**config.mk**
```make
export PLATFORM = sky130hd
export DESIGN_NAME = bomb_fuse_controller
export DESIGN_NICKNAME = d
export VERILOG_FILES = /design/src/rtl/bomb_fuse_controller.sv
export SDC_FILE = /design/constraint.sdc
export NUM_CORES = 1
export LEC_CHECK = 0
export CAP_MARGIN = 0
export CORE_ASPECT_RATIO = 1.2
export CORE_MARGIN = 2
export CORE_UTILIZATION = 30
export CTS_BUF_LIST = sky130_fd_sc_hd__clkbuf_4
export DETAILED_ROUTE_END_ITERATION = 8
export GPL_TIMING_DRIVEN = 0
export PLACE_DENSITY = 0.58
export SLEW_MARGIN = 20
export SYNTH_ARGS = -nofsm -noshare
export SYNTH_HDL_FRONTEND = slang
export SYNTH_SLANG_ARGS = --single-unit
```
**constraint.sdc**
```tcl
create_clock -name clk -period 2.2 [get_ports clk]
set_input_delay 0.22 -clock clk [delete_from_list [all_inputs] [get_ports clk]]
set_output_delay 0.22 -clock clk [all_outputs]
set_load 0.05 [all_outputs]
```
**src/rtl/bomb_fuse_controller.sv**
```systemverilog
// Single-bomb fuse controller: place on key edge, burn fuse, blast window, cooldown lockout.
// Every output is registered and derived from the next-state decision.
module bomb_fuse_controller #(
    parameter int unsigned N            = 50000000,
    parameter int unsigned FUSE_SEC     = 3,
    parameter int unsigned BLAST_SEC    = 1,
    parameter int unsigned COOLDOWN_SEC = 2
) (
    input  logic       clk,
    input  logic       resetn,
    input  logic       placeBomb,
    input  logic       detonate,
    input  logic [5:0] playerPosX,
    input  logic [5:0] playerPosY,
    output logic [5:0] bombPosX,
    output logic [5:0] bombPosY,
    output logic       bombArmed,
    output logic       bombExploded,
    output logic       blastActive,
    output logic       ready
);

    localparam int unsigned CNT_W = 28;
    localparam int unsigned POS_W = 6;

    localparam logic [CNT_W-1:0] FUSE_LOAD  = CNT_W'(FUSE_SEC * N - 1);
    localparam logic [CNT_W-1:0] BLAST_LOAD = CNT_W'(BLAST_SEC * N - 1);
    localparam logic [CNT_W-1:0] COOL_LOAD  = CNT_W'(COOLDOWN_SEC * N - 1);
    localparam logic [POS_W-1:0] NO_POS     = POS_W'(6'h3F);

    typedef enum logic [1:0] {
        S_IDLE  = 2'd0,
        S_ARMED = 2'd1,
        S_BLAST = 2'd2,
        S_COOL  = 2'd3
    } state_t;

    state_t           state_q, state_d;
    logic [CNT_W-1:0] cnt_q, cnt_d;
    logic             prev_place_q;
    logic [POS_W-1:0] pos_x_q, pos_x_d;
    logic [POS_W-1:0] pos_y_q, pos_y_d;
    logic             armed_q, armed_d;
    logic             exploded_q, exploded_d;
    logic             blast_q, blast_d;
    logic             ready_q, ready_d;
    logic             place_edge;

    // Previous-sample register resets high so a key held through reset is not an edge.
    always_ff @(posedge clk) begin
        if (!resetn) begin
            state_q      <= S_IDLE;
            cnt_q        <= '0;
            prev_place_q <= 1'b1;
            pos_x_q      <= NO_POS;
            pos_y_q      <= NO_POS;
            armed_q      <= 1'b0;
            exploded_q   <= 1'b0;
            blast_q      <= 1'b0;
            ready_q      <= 1'b1;
        end else begin
            state_q      <= state_d;
            cnt_q        <= cnt_d;
            prev_place_q <= placeBomb;
            pos_x_q      <= pos_x_d;
            pos_y_q      <= pos_y_d;
            armed_q      <= armed_d;
            exploded_q   <= exploded_d;
            blast_q      <= blast_d;
            ready_q      <= ready_d;
        end
    end

    assign place_edge = placeBomb & ~prev_place_q;

    // Counter reloads only on state entry and never decrements past zero.
    always_comb begin
        state_d    = state_q;
        cnt_d      = cnt_q;
        pos_x_d    = pos_x_q;
        pos_y_d    = pos_y_q;
        exploded_d = 1'b0;

        case (state_q)
            S_IDLE: begin
                if (place_edge) begin
                    state_d = S_ARMED;
                    cnt_d   = FUSE_LOAD;
                    pos_x_d = playerPosX;
                    pos_y_d = playerPosY;
                end
            end
            S_ARMED: begin
                if (detonate || (cnt_q == '0)) begin
                    state_d    = S_BLAST;
                    cnt_d      = BLAST_LOAD;
                    exploded_d = 1'b1;
                end else begin
                    cnt_d = cnt_q - CNT_W'(1);
                end
            end
            S_BLAST: begin
                if (cnt_q == '0) begin
                    state_d = S_COOL;
                    cnt_d   = COOL_LOAD;
                    pos_x_d = NO_POS;
                    pos_y_d = NO_POS;
                end else begin
                    cnt_d = cnt_q - CNT_W'(1);
                end
            end
            S_COOL: begin
                if (cnt_q == '0) begin
                    state_d = S_IDLE;
                end else begin
                    cnt_d = cnt_q - CNT_W'(1);
                end
            end
            default: begin
                state_d = S_IDLE;
                cnt_d   = '0;
                pos_x_d = NO_POS;
                pos_y_d = NO_POS;
            end
        endcase

        armed_d = (state_d == S_ARMED);
        blast_d = (state_d == S_BLAST);
        ready_d = (state_d == S_IDLE);
    end

    assign bombPosX     = pos_x_q;
    assign bombPosY     = pos_y_q;
    assign bombArmed    = armed_q;
    assign bombExploded = exploded_q;
    assign blastActive  = blast_q;
    assign ready        = ready_q;

endmodule
```
# Word level (Yosys, flattened, before mapping)

Index checks and enable logic that the tools add are counted.

Memories: 0
Output and inout bits: 16
Input port bits: 16
Flip-flop bits (word level): 47
Memory bits (writable): 0
Latch bits: 0
Logic and storage cells: 44
Bits in read-only memories: 0

Equal/unequal tests: 8
Multiplexer cells: 16
$mul: 0
Divide/modulo/power cells: 0
Order comparisons: 0
Reduce and logical (&&, ||, !) cells: 8
Bitwise logic cells: 2
$add $sub $neg: 1
Shifts and indexed selects: 0

Operators by type and width:

| cell                                                | number |
|---|---|
| two-way mux 28 bit                                  | 4 |
| one-hot mux 28 bit (4 select lines)                 | 1 |
| zero test 28 bit                                    | 1 |
| subtractor 28 x 1 -> 28 bit (second input constant) | 1 |
| one-hot mux 6 bit (2 select lines)                  | 2 |
| two-way mux 6 bit                                   | 3 |
| two-way mux 2 bit                                   | 4 |
| one-hot mux 2 bit (4 select lines)                  | 1 |
| == test 2 bit (second input constant)               | 3 |
| inequality test 2 bit (second input constant)       | 3 |
| == test 2 x 1 -> 1 bit (second input constant)      | 2 |
| zero test 2 bit                                     | 2 |
| AND reduction 2 bit                                 | 2 |
| AND reduction 3 bit                                 | 1 |
| nonzero test 2 bit                                  | 1 |
| bitwise AND 1 bit                                   | 1 |
| logical OR 1 bit                                    | 1 |
| two-way mux 1 bit                                   | 1 |
| inverter 1 bit                                      | 1 |

# Depth between registers and ports, before layout

Depth after elaboration: 5
Depth in mapped cells: 9
Depth with buffers taken out: 8

# Least setup slack after synthesis

OpenSTA, ideal clock, no wires.

Path type: register to register
From: register cnt_q[20]
To: register cnt_q[3]
Clock period less this slack: 2.402 ns
Slack: -0.202 ns
Cell stages (with the launch flop): 8
Path buffers: 1
Arrival time: 2.324 ns
Setup time: 0.079 ns
Data required time: 2.121 ns
Path through: dfxtp_1 -> or4_4 -> or4_1 -> buf_6 -> nor4_4 -> o22ai_2 -> or2_4 -> o221ai_2

Cells in the longest elaborated chain, start to end: 4
Elaborated cells on any way between the ends: 7
Those cells by class: 1 x eq/ne; 3 x mux; 3 x reduce/logical

RTL lines:

| item                                | line         | source |
|---|---|---|
| start, declared                     | 39           | `logic [CNT_W-1:0] cnt_q, cnt_d;` |
| start signal, assigned              | 63           | `cnt_q <= cnt_d;` |
| zero test 28 bit (*)                | 94, 103, 113 |  |
| logical OR 1 bit                    | 94           | `if (detonate \|\| (cnt_q == '0)) begin` |
| two-way mux 28 bit                  | 94           |  |
| one-hot mux 28 bit (4 select lines) | 84           | `case (state_q)` |

Mark *: on every way between the ends. The rest lies on a longest branch, timed or not.
A chain may end at the register's enable or synchronous reset.

# Worst setup path after layout

From: register cnt_q[21]
To: register cnt_q[19]

Same word-level chain as after synthesis.

==> impl_metrics.env <==
export IMPL_outcome="finished with violations"
export IMPL_violations="DRC, setup timing"
export IMPL_cts_sinks=47
export IMPL_clk_path_buf_depth=2
export IMPL_fmax_mhz=416
export IMPL_drt_pre_antenna_iters=8
export IMPL_cts_root_buffer="clkbuf_4"
export IMPL_cp_data_arrival_time_ps=2680
export IMPL_maxSlewHeadroom_pct=51.3
export IMPL_grt_max_degree=15
export IMPL_synth_edf_count=0
export IMPL_grt_usage_pct=18.4
export IMPL_p_leak_uw=0.00126
export IMPL_power_density_mw_per_mm2=734
export IMPL_synth_cell_types=50
export IMPL_final_layout_size_suffix_gt1_share_pct=27.9
export IMPL_start_util_pct=31.1
export IMPL_nFillCells=746
export IMPL_cp_slowest_cell="or4_4"
export IMPL_cts_made_buffers=5
export IMPL_io_pins=32
export IMPL_worstHoldPathType="in2reg"
export IMPL_grt_pass1_wl_um=12700
export IMPL_syn_num_nets=317
export IMPL_grt_pass1_vias=2505
export IMPL_clock_skew_ps=7.04
export IMPL_setup_ws_ps=-203
export IMPL_reg2reg_slack_ps=-200
export IMPL_wl_um=7900
export IMPL_die_h_um=102
export IMPL_cpMostUsedCell="buf_4"
export IMPL_layout_min_cycle_time_ps=2400
export IMPL_cp_required_ps=2480
export IMPL_fin_nets=383
export IMPL_crit_fanout=3
export IMPL_synthArstFlopShare_pct=0
export IMPL_finalPower_uw=2550
export IMPL_crit_start="cnt_q[21]$_SDFFE_PN0P_"
export IMPL_row_count=35
export IMPL_vias=2669
export IMPL_startpoint_type="register"
export IMPL_placed_cells=421
export IMPL_tns_ps=-4700
export IMPL_worstMarginPinSlew_ps=730
export IMPL_max_stage_delay_ps=530
export IMPL_synth_area_top_cells="dfxtp_1 (39%), nand2_1 (5.4%), o22ai_1 (4.7%), a21oi_1 (4.1%), o21ai_0 (3.9%)"
export IMPL_final_setup_viol_count=44
export IMPL_drtIter0Drc=321
export IMPL_synthCells=299
export IMPL_rsz0062_at_grt="yes"
export IMPL_r2r_cells=10
export IMPL_endpoint_kind="register"
export IMPL_fin_cells=458
export IMPL_syn_cell_area_mm2=0.00241
export IMPL_seqCellArea_um2=946
export IMPL_cp_depth=10
export IMPL_drv_cap=0
export IMPL_antenna_found_initial=0
export IMPL_critPathBufInv=4
export IMPL_wl_per_cell_um=17.2
export IMPL_hpwl_um=5160
export IMPL_crit_path_end="cnt_q[19]$_SDFFE_PN0P_"
export IMPL_cp_cell_sequence="or4_4 > buf_4 > buf_6 > nor4_4 > nand4_1 > buf_4 > buf_4 > o211ai_1 > o21ai_1 > a22o_1"
export IMPL_yosysTopAreaCell="dfxtp_1"
export IMPL_clock_latency_ps=370
export IMPL_timing_rr_start="cnt_q[21]$_SDFFE_PN0P_"
export IMPL_grt_overflow=0
export IMPL_ys_ff_latch=47
export IMPL_via_per_inst=5.83
export IMPL_cp_top_family="simple AND/OR/NAND/NOR gates"
export IMPL_numPortBuffers=30
export IMPL_ys_warn_count=0
export IMPL_coreArea_mm2=0.00775
export IMPL_pre_cts_slack_ps=-571
export IMPL_place_gp_congestion=0.908
export IMPL_hold_violations=0
export IMPL_ys_flop_type="dfxtp_1"
export IMPL_fin_crit_sh_pct=109
export IMPL_maxSlewViolCount=0
export IMPL_ant_nets=0
export IMPL_worst_setup_hold_path_clk_slew_ps=140
export IMPL_syn_to_final_growth_pct=43.9
export IMPL_multiInputGateArea_mm2=0.00164
export IMPL_timing_rr_end="cnt_q[19]$_SDFFE_PN0P_"
export IMPL_die_area_mm2=0.00878
export IMPL_avgSynthCellArea_um2=8.07
export IMPL_ys_seq_area_share_pct=39.0
export IMPL_ir_drop_mv=0.237
export IMPL_synth_top_area_share_pct=39.0
export IMPL_cts_tree="done"
export IMPL_cts_max_level=2
export IMPL_antenna_cells=0
export IMPL_drc=7
export IMPL_criticalPathCategory="reg2reg"
export IMPL_die_w_um=85.9
[worst min-delay path by stage]
stage	startpoint	endpoint	slack (ps)	depth (start not counted)
after floorplan	placeBomb	prev_place_q$_SDFF_PN1_	320	1
after global placement	bombPosY[1]$_SDFFE_PN1P_	bombPosY[1]$_SDFFE_PN1P_	450	2
final	resetn	prev_place_q$_SDFF_PN1_	140	2
after global routing	resetn	prev_place_q$_SDFF_PN1_	160	2
after detailed placement	bombPosY[3]$_SDFFE_PN1P_	bombPosY[3]$_SDFFE_PN1P_	460	2
after CTS	resetn	prev_place_q$_SDFF_PN1_	130	2
[per-stage QoR]
| step | cell area (um^2) | util [%] | hold WS, ps |
|---|---|---|---|
| detailed placement | 2900 | 37.4 | 458 |
| floorplan | 2480 | - | 321 |
| finish | 3470 | 44.8 | 139 |
| global placement | 2900 | 37.4 | 453 |
| global route | 3470 | 44.8 | 159 |
| CTS | 3310 | 42.8 | 133 |
[cell families after synthesis]
family	count (synthesis)	share of synthesized area, %
muxes	1	0.415
AOI/OAI and AO/OA	102	27.7
and+or+nand+nor	121	27.0
xor gates and xnor gates	1	0.363
buffers and inverters	25	4.46
DFF	47	39.0
adders and majority gates	2	1.04
[cell usage in the layout (no fill, tap or decap), drive strengths merged, types with 3 or more instances in the layout]
master / n
a211oi: 6
a21oi: 20
a31oi: 10
and2: 3
buf: 39
clkbuf: 14
clkdlybuf4s50: 30
clkinv: 3
dfxtp: 47
inv: 5
nand2: 35
nand2b: 8
nand3: 10
nand4: 8
nor2: 18
nor3: 12
nor4: 12
o211a: 3
o211ai: 3
o21a: 3
o21ai: 19
o22ai: 19
o31ai: 4
or3: 4
or4: 5
[what timing repair did]
| item | 4_1_cts | 5_1_grt |
|---|---|---|
| endpoints found under the setup margin | 45 | 42 |
| gates cloned | 3 | 1 |
| pin swaps | 25 | 14 |
| resized for setup | 48 | 31 |
| buffers inserted | 23 | 7 |
| hold buffers | 0 | 0 |
[worst reg2reg max path: stages, from the launching register on]
cell and delay (ps):
dfxtp_2 350, or4_4 530, buf_4 150, buf_6 120, nor4_4 260, nand4_1 170
buf_4 210, buf_4 140, o211ai_1 70, o21ai_1 90, a22o_1 230
[power by group]
group	internal, uW	total (uW)	switching (uW)
registers	918	1020	100
logic	432	1000	569
clock network	234	527	293
total	1580	2550	963
[Yosys cell counts, types with 2 or more instances]
cell	n
a211oi_1	6
a21boi_0	2
a21oi_1	20
a221oi_1	2
a31oi_1	10
and2_1	3
buf_2	5
clkbuf_1	13
dfxtp_1	47
ha_1	2
inv_1	5
nand2_1	35
nand2b_1	8
nand3_1	10
nand4_1	8
nor2_1	18
nor2b_1	2
nor3_1	11
nor4_1	9
nor4_2	2
o211a_1	3
o211ai_1	3
o21a_1	3
o21ai_0	19
o22ai_1	18
o311ai_0	2
o31ai_1	4
or3_1	4
or4_1	4
[registers in the layout, indices dropped and copies added (netlist names)]
register      cells
bombArmed         1
bombPosX          6
blastActive       1
ready             1
bombPosY          6
bombExploded      1
state_q           2
prev_place_q      1
cnt_q            28
[layout make-up]
cell class	count	share of cell area (%)
well taps	92	3.32
multi-input cells	227	47.2
clock buffers	5	1.08
repair buffers	64	17.0
flip-flops and latches	47	27.2
inverters	6	0.649
plain buffers	14	2.45
clock inverters	3	1.12
[metal layers]
layer | vias to the layer above | global-route usage, % | part of all wire (%)
met3 | 29 | 3.47 | 6.8
met1 | 1233 | 21.9 | 40
met4 | 0 | 11.0 | 4.7
li1 | 1274 | - | -
met2 | 133 | 30.6 | 49
met5 | - | 0 | 0
Power figures use the tool's default switching activity.
